==> src/rtl/clock_rate_detector.sv <==
// rtl/clock_rate_detector.sv - measures a divided clock's period in sys_clk cycles and decodes its divider tap
module clock_rate_detector #(
  parameter int              CNT_W       = 33,
  parameter int              LOCK_N      = 3,
  parameter longint unsigned TIMEOUT_CYC = (64'd1 << CNT_W) - 64'd1
) (
  input  logic             sys_clk,
  input  logic             rst,
  input  logic             en,
  input  logic             clk_in,
  output logic [CNT_W-1:0] period,
  output logic [4:0]       tap,
  output logic             valid,
  output logic             locked,
  output logic             err,
  output logic             timeout
);

  localparam int              LC_W   = $clog2(LOCK_N) + 1;
  localparam logic [CNT_W-1:0] TO_LIM = TIMEOUT_CYC[CNT_W-1:0];
  localparam logic [CNT_W-1:0] ONE    = {{(CNT_W-1){1'b0}}, 1'b1};
  localparam logic [LC_W-1:0]  LC_MAX = LC_W'(LOCK_N - 1);
  localparam logic [LC_W-1:0]  LC_ONE = {{(LC_W-1){1'b0}}, 1'b1};

  typedef enum logic [1:0] {IDLE, ARM, MEAS} state_t;

  state_t           state_q, state_d;
  logic             s1, s2, s3;
  logic             e;
  logic [CNT_W-1:0] cnt, cnt_d, cnt_inc;
  logic [LC_W-1:0]  lc, lc_d, lc_n;
  logic [CNT_W-1:0] period_d;
  logic [4:0]       tap_d;
  logic             valid_d, locked_d, err_d, timeout_d;
  logic             pow2;
  logic [6:0]       idx;

  assign e = s2 & ~s3;

  always_ff @(posedge sys_clk or posedge rst) begin
    if (rst) begin
      s1      <= 1'b0;
      s2      <= 1'b0;
      s3      <= 1'b0;
      state_q <= IDLE;
      cnt     <= '0;
      lc      <= '0;
      period  <= '0;
      tap     <= '0;
      valid   <= 1'b0;
      locked  <= 1'b0;
      err     <= 1'b0;
      timeout <= 1'b0;
    end else begin
      s1      <= clk_in;
      s2      <= s1;
      s3      <= s2;
      state_q <= state_d;
      cnt     <= cnt_d;
      lc      <= lc_d;
      period  <= period_d;
      tap     <= tap_d;
      valid   <= valid_d;
      locked  <= locked_d;
      err     <= err_d;
      timeout <= timeout_d;
    end
  end

  // A valid rate is a single set bit at position >= 1; its index minus one is the tap.
  always_comb begin
    idx = '0;
    for (int i = 0; i < CNT_W; i++) begin
      if (cnt[i]) idx = 7'(i);
    end
    pow2 = ((cnt & (cnt - ONE)) == '0) && (cnt[CNT_W-1:1] != '0);
  end

  always_comb begin
    state_d   = state_q;
    cnt_inc   = (cnt == '1) ? cnt : cnt + ONE;
    cnt_d     = cnt;
    lc_d      = lc;
    lc_n      = (lc == LC_MAX) ? lc : lc + LC_ONE;
    period_d  = period;
    tap_d     = tap;
    valid_d   = 1'b0;
    locked_d  = locked;
    err_d     = err;
    timeout_d = timeout;
    if (!en) begin
      state_d   = IDLE;
      cnt_d     = '0;
      lc_d      = '0;
      locked_d  = 1'b0;
      timeout_d = 1'b0;
    end else begin
      case (state_q)
        IDLE: begin
          cnt_d     = ONE;
          locked_d  = 1'b0;
          timeout_d = 1'b0;
          state_d   = ARM;
        end
        ARM: begin
          if (e) begin
            cnt_d     = ONE;
            timeout_d = 1'b0;
            state_d   = MEAS;
          end else if (cnt == TO_LIM) begin
            cnt_d     = ONE;
            lc_d      = '0;
            locked_d  = 1'b0;
            timeout_d = 1'b1;
          end else begin
            cnt_d = cnt_inc;
          end
        end
        MEAS: begin
          if (e) begin
            period_d  = cnt;
            valid_d   = 1'b1;
            cnt_d     = ONE;
            timeout_d = 1'b0;
            if (!pow2) begin
              err_d    = 1'b1;
              lc_d     = '0;
              locked_d = 1'b0;
            end else begin
              err_d = 1'b0;
              tap_d = 5'(idx - 7'd1);
              // The previous period, even one left over from before a clear, is the reference.
              if (cnt == period) begin
                lc_d     = lc_n;
                locked_d = (lc_n == LC_MAX);
              end else begin
                lc_d     = '0;
                locked_d = (LC_MAX == '0);
              end
            end
          end else if (cnt == TO_LIM) begin
            cnt_d     = ONE;
            lc_d      = '0;
            locked_d  = 1'b0;
            timeout_d = 1'b1;
            state_d   = ARM;
          end else begin
            cnt_d = cnt_inc;
          end
        end
        default: state_d = IDLE;
      endcase
    end
  end

endmodule

==> config.mk <==
export PLATFORM = sky130hd
export DESIGN_NAME = clock_rate_detector
export DESIGN_NICKNAME = d
export VERILOG_FILES = /design/src/rtl/clock_rate_detector.sv
export SDC_FILE = /design/constraint.sdc
export NUM_CORES = 1
export LEC_CHECK = 0
export BUFFER_PORTS_ARGS = -buffer_cell sky130_fd_sc_hd__buf_2
export CAP_MARGIN = 5
export CORE_ASPECT_RATIO = 0.75
export CORE_MARGIN = 3
export CORE_UTILIZATION = 35
export DETAILED_ROUTE_END_ITERATION = 10
export GPL_ROUTABILITY_DRIVEN = 0
export PLACE_DENSITY = 0.6
export SLEW_MARGIN = 40
export SYNTH_ARGS = -nofsm -noshare
export SYNTH_HDL_FRONTEND = slang
export SYNTH_SLANG_ARGS = --single-unit
==> constraint.sdc <==
create_clock -name sys_clk -period 6.6 [get_ports sys_clk]
set_clock_uncertainty 0.1 [all_clocks]
set_input_delay 0.66 -clock sys_clk [delete_from_list [all_inputs] [get_ports sys_clk]]
set_output_delay 0.66 -clock sys_clk [all_outputs]
set_load 0.03 [all_outputs]
# [Yosys cells after proc, flatten, opt, wreduce, memory -nomap -nowiden]
# Cells that the tools add are included.
# W data, S select, Z words.
[totals] ff_bits=83 input_bits=4 output_inout_bits=42 elab_cells=108
[classes] n_addsub=4 n_eq_ne=14 mux=64 bitwise_logic=3 n_reduce_logical=11
[op_table] operator="$mux W5" count=31
[op_table] operator="$mux W33" count=3
[op_table] operator="$pmux W33 S2" count=1
[op_table] operator="$add A33 B1 Y33 const B" count=1
[op_table] operator="$and A33 B33 Y33" count=1
[op_table] operator="$eq A33 B33 Y1" count=1
[op_table] operator="$eq A33 B33 Y1 const B" count=1
[op_table] operator="$logic_not A33 Y1" count=1
[op_table] operator="$sub A33 B1 Y33 const B" count=1
[op_table] operator="$reduce_bool A32 Y1" count=1
[op_table] operator="$mux W3" count=7
[op_table] operator="$mux W1" count=14
[op_table] operator="$ne A3 B3 Y1 const B" count=4
[op_table] operator="$mux W2" count=4
[op_table] operator="$eq A3 B2 Y1 const B" count=2
[op_table] operator="$pmux W2 S3" count=1
[op_table] operator="$pmux W3 S2" count=1
[op_table] operator="$reduce_and A2 Y1" count=3
[op_table] operator="$reduce_and A3 Y1" count=2
[op_table] operator="$sub A5 B1 Y5 const B" count=1
[op_table] operator="$ne A4 B1 Y1 const B" count=1
[op_table] operator="$ne A4 B2 Y1 const B" count=1
[op_table] operator="$reduce_and A4 Y1" count=1
[op_table] operator="$add A3 B1 Y3 const B" count=1
[op_table] operator="11 further kinds" count=11

# [Logic depth before layout (Yosys ltp)]
[depth] ltp_word=33 depth_mapped=12 ltp_nobuf=11

# [Worst setup path before layout]
# No wires, ideal clock.
[synth_timing] path_kind="register to register" startpoint="reg cnt[13]" endpoint="reg cnt[24]" setup_ps=132 arrival_time_ps=2695 required_time_ps=6368 path_slack_ps=3673 stages_incl_launch_ff=12 n_path_buf=2 period_less_slack_ps=2927 path_cell_list="dfrtp_1 > clkbuf_1 > and4_1 > nand4_1 > or2_2 > nor4_1 > ha_1 > nand2b_1 > nor2_1 > o21ai_0 > clkbuf_1 > nor2_1"
[synth_via] elab_chain_cells=5 elab_cells_between_ends=6 classes_between="1 x add/sub; 1 x eq/ne; 4 x mux"
[synth_rtl] item="start, declared" line="30" source="logic [CNT_W-1:0] cnt, cnt_d, cnt_inc;"
[synth_rtl] item="start signal, assigned" line="59" source="cnt <= cnt_d;"
[synth_rtl] item="$add A33 B1 Y33 / $eq A33 B33 Y1 (equally long branches)" line="81, 110, 141"
[synth_rtl] item="$mux W33 (*)" line="110, 141"
[synth_rtl] item="$mux W33 (*)" line="120" source="if (e) begin"
[synth_rtl] item="$pmux W33 S2 (*)" line="98" source="case (state_q)"
[synth_rtl] item="$mux W33 (*)" line="91" source="if (!en) begin"
# Mark *: on every way between the ends. The rest lies on a longest branch, timed or not.
# A chain may end at the register's enable or synchronous reset.

# [Worst setup path after layout]
[layout_timing] startpoint="reg cnt[5]" endpoint="reg cnt[7]"
# The elaborated chain is that of the path after synthesis.

==> impl_metrics.csv <==
group,metric,value,unit
worst_setup_path,path_max_fanout,31,
detailed_routing,highest_layer,"met4",
floorplanning,die_x,145.7,um
clock_tree,insertion_delay,0.35,ns
synthesis,ys_async_sr_fraction,1.000,
placement,port_buffers,45,
worst_setup_path,cp-start-kind,"register",
clock_tree,cts_buffers,9,
synthesis,ys_warn_count,0,
worst_setup_path,crit_path_start,"cnt[5]",
sta,relSlewSlack,0.4419,
pwr,p_leak,2.779,nW
grt,grt_pass1_wl,23550,um
worst_setup_path,crit_buf_inv,1,
sta,rsz0062_at_grt,"no",
status,status,"complete, no violations",
detailed_routing,routedLengthMet1,6757,um
sta,fmax,0.2999,GHz
final_layout,final_cells,812,
detailed_routing,dr.pass1.iters,7,
floorplanning,die_y,110.8,um
clock_tree,cts_setup_buffers,0,
run,max_cap_viol_count,0,
synthesis,synth_top_cell_area_share,0.4055,
synthesis,syn_nets,612,
worst_setup_path,end_kind,"register",
synthesis,synth_area_leader_cell,"dfrtp_1",
grt,grt_use_total,0.1803,
floorplanning,initial_core_util,0.3652,
final_layout,antennaDiodeCount,0,
synthesis,synthCells,598,
sta,slew_violations,0,
worst_setup_path,crit_top_cell,"nor2_1",
floorplanning,dieArea,16140,um^2
synthesis,netlist_area,5122,um^2
worst_setup_path,timing.rr.start,"cnt[5]",
pwr,power_density,246.3,nW/um^2
synthesis,synth_ff_type,"dfrtp_1",
sta,layout_min_cycle_time,3.334,ns
worst_setup_path,slowest_stage,"dfrtp_1",
worst_setup_path,cp_slowest_stage_delay,0.62,ns
synthesis,synth_area_leaders,"dfrtp_1, nand2_1, xor2_1",
clock_tree,clk_transition_reported_paths,0.06,ns
sta,hold_viol_final,0,
synthesis,synth_edf_count,0,
detailed_routing,viasPerCell,5.506,
detailed_routing,postRouteAntennaNets,0,
placement,dpl-instance-area,5444,um^2
floorplanning,ios,46,
sta,fin_setup_tns,0,ns
final_layout,area_growth,11.70,%
worst_setup_path,crit_chain,"and4_2 > nand4_1 > or2_2 > nor4_1 > ha_1 > nand2b_1 > nor2_1 > o21ai_2 > buf_4 > nor2_1",
detailed_routing,via_count,4471,
final_layout,drive_above_1_share,0.1442,
pwr,power.total,1.410,mW
detailed_routing,met3_length,1229,um
sta,setup_violations,0,
synthesis,yosysSeqAreaShare,0.4055,
clock_tree,clock_sinks,83,
detailed_routing,drc,0,
clock_tree,clockRootBuffer,"clkbuf_16",
sta,setup_ws,3.266,ns
placement,dpl_worst_slack,3.301,ns
final_layout,fillCellCount,1406,
final_layout,utilization,0.4079,
detailed_routing,drt-initial-drc-count,471,
clock_tree,clk_path_buf_depth,2,
grt,grt_pass1_vias,4231,
clock_tree,cts_hold_buf,0,
detailed_routing,wl,14350,um
floorplanning,core.rowCount,37,
placement,dp.cells,798,
floorplanning,design.core.area,14030,um^2
worst_setup_path,path_class,"reg2reg",
pwr,ir_drop,149.6,uV
grt,grt_max_degree,84,
detailed_routing,wire_per_inst,17.67,um
hold_path,holdCritStartpoint,"s1",
clock_tree,cts_tree,"done",
sta,whs,0.2598,ns
hold_path,hold_class,"reg2reg",
clock_tree,cts.htree.levels,3,
worst_setup_path,required,6.72,ns
grt,grt_overflow,0,
synthesis,ys_seq_elements,83,
final_layout,final_area,5722,um^2
placement,hpwlAfterDp,10250,um
detailed_routing,wl_met2,6108,um
sta,tightest_slew,0.8350,ns
final_layout,nets,628,
synthesis,avgSynthCellArea,8.566,um^2
worst_setup_path,worstPathArrival,3.45,ns
clock_tree,cts_resized,0,
worst_setup_path,cpLargestDelayFamily,"simple AND/OR/NAND/NOR gates",
sta,finalCritPeriodShare,0.5052,
synthesis,synthDistinctLibCells,64,
grt,antenna_found_initial,0,
## synthesized netlist by cell type (3+ instances only)
library cell  instances
nand2_1             109
dfrtp_1              83
nor2_1               58
xor2_1               45
o21ai_0              34
clkbuf_1             33
a21oi_1              20
inv_1                19
nand3_1              18
nand4_1              18
nor3_1               15
xnor2_1              15
nor4_1               11
or3_1                11
ha_1                 10
o22ai_1               7
buf_1                 6
nor2b_1               6
nand2b_1              5
nor4_2                5
o211ai_1              4
a31oi_1               3
and2_1                3
mux2_4                3
nor4_4                3
o31ai_1               3
## cell type report
cell class / instances / area, um^2 / share of cell area
inverter: 19 / 72.57 / 0.01268
multi-input combinational: 453 / 2805 / 0.4903
sequential: 83 / 2077 / 0.3630
clock buffer: 12 / 256.5 / 0.04483
tap: 195 / 244.0 / 0.04264
timing repair buffer: 48 / 254.0 / 0.04439
clock inverter: 2 / 12.51 / 0.002187
## where the power goes
part           switching, mW  internal [mW]
clock network          0.203          0.271
registers             0.0327          0.534
logic                  0.241          0.128
## kinds of logic (layout without fill, tap and decap cells)
| logic type | after synthesis | count (layout) | share of synthesized area |
|---|---|---|---|
| AND/OR/NAND/NOR | 280 | 280 | 0.2824 |
| XOR/XNOR | 60 | 60 | 0.1026 |
| AO/OA/AOI/OAI | 96 | 96 | 0.1194 |
| buffers and inverters | 62 | 81 | 0.04885 |
| flip-flops | 83 | 83 | 0.4055 |
| multiplexers | 6 | 6 | 0.01490 |
| adder cells (fa/ha/maj) | 11 | 11 | 0.02638 |
## worst paths after layout
check	slack, ns	cells past startpoint	endpoint
setup / recovery	3.27	10	cnt[7]
max in group asynchronous	5.50	3	cnt[16]
hold / removal	0.26	0	s2
min in group asynchronous	0.41	3	period[26]
hold reg to reg	0.26	0	s2
setup reg to reg	3.27	10	cnt[7]
## worst register-to-register path: stages (launching register included)
cell and delay, ns:
dfrtp_1 0.62, and4_2 0.36, nand4_1 0.25, or2_2 0.42, nor4_1 0.37, ha_1 0.28, nand2b_1 0.14, nor2_1 0.07
o21ai_2 0.15, buf_4 0.34, nor2_1 0.11
## layer usage
layer / vias up / track usage
li1: 2096 / -
met1: 2135 / 0.2618
met2: 220 / 0.2648
met3: 20 / 0.04536
met4: 0 / 0.05123
met5: - / 0
## registers in the layout, indices dropped and copies added, names as in the netlist
signal   flops
s3           1
valid        1
cnt         33
s2           1
lc           3
period      33
tap          5
err          1
locked       1
state_q      2
s1           1
timeout      1
## layout by cell type, fill, tap and decap left out, types with 4 or more instances in the layout
cell type	synthesis	routed
nand4_1	18	18
dfrtp_1	83	83
buf_2	2	45
nand3_1	18	18
clkbuf_16	0	9
ha_1	10	10
nor3_1	15	15
nand2_1	109	109
nor4_1	11	10
o22ai_1	7	7
nand2b_1	5	5
nor2_1	58	58
a21oi_1	20	20
xor2_1	45	45
or3_1	11	11
nor4_2	5	6
inv_1	19	17
o21ai_0	34	33
xnor2_1	15	15
nor2b_1	6	6
o211ai_1	4	4
(Power assumes the default switching activity.)
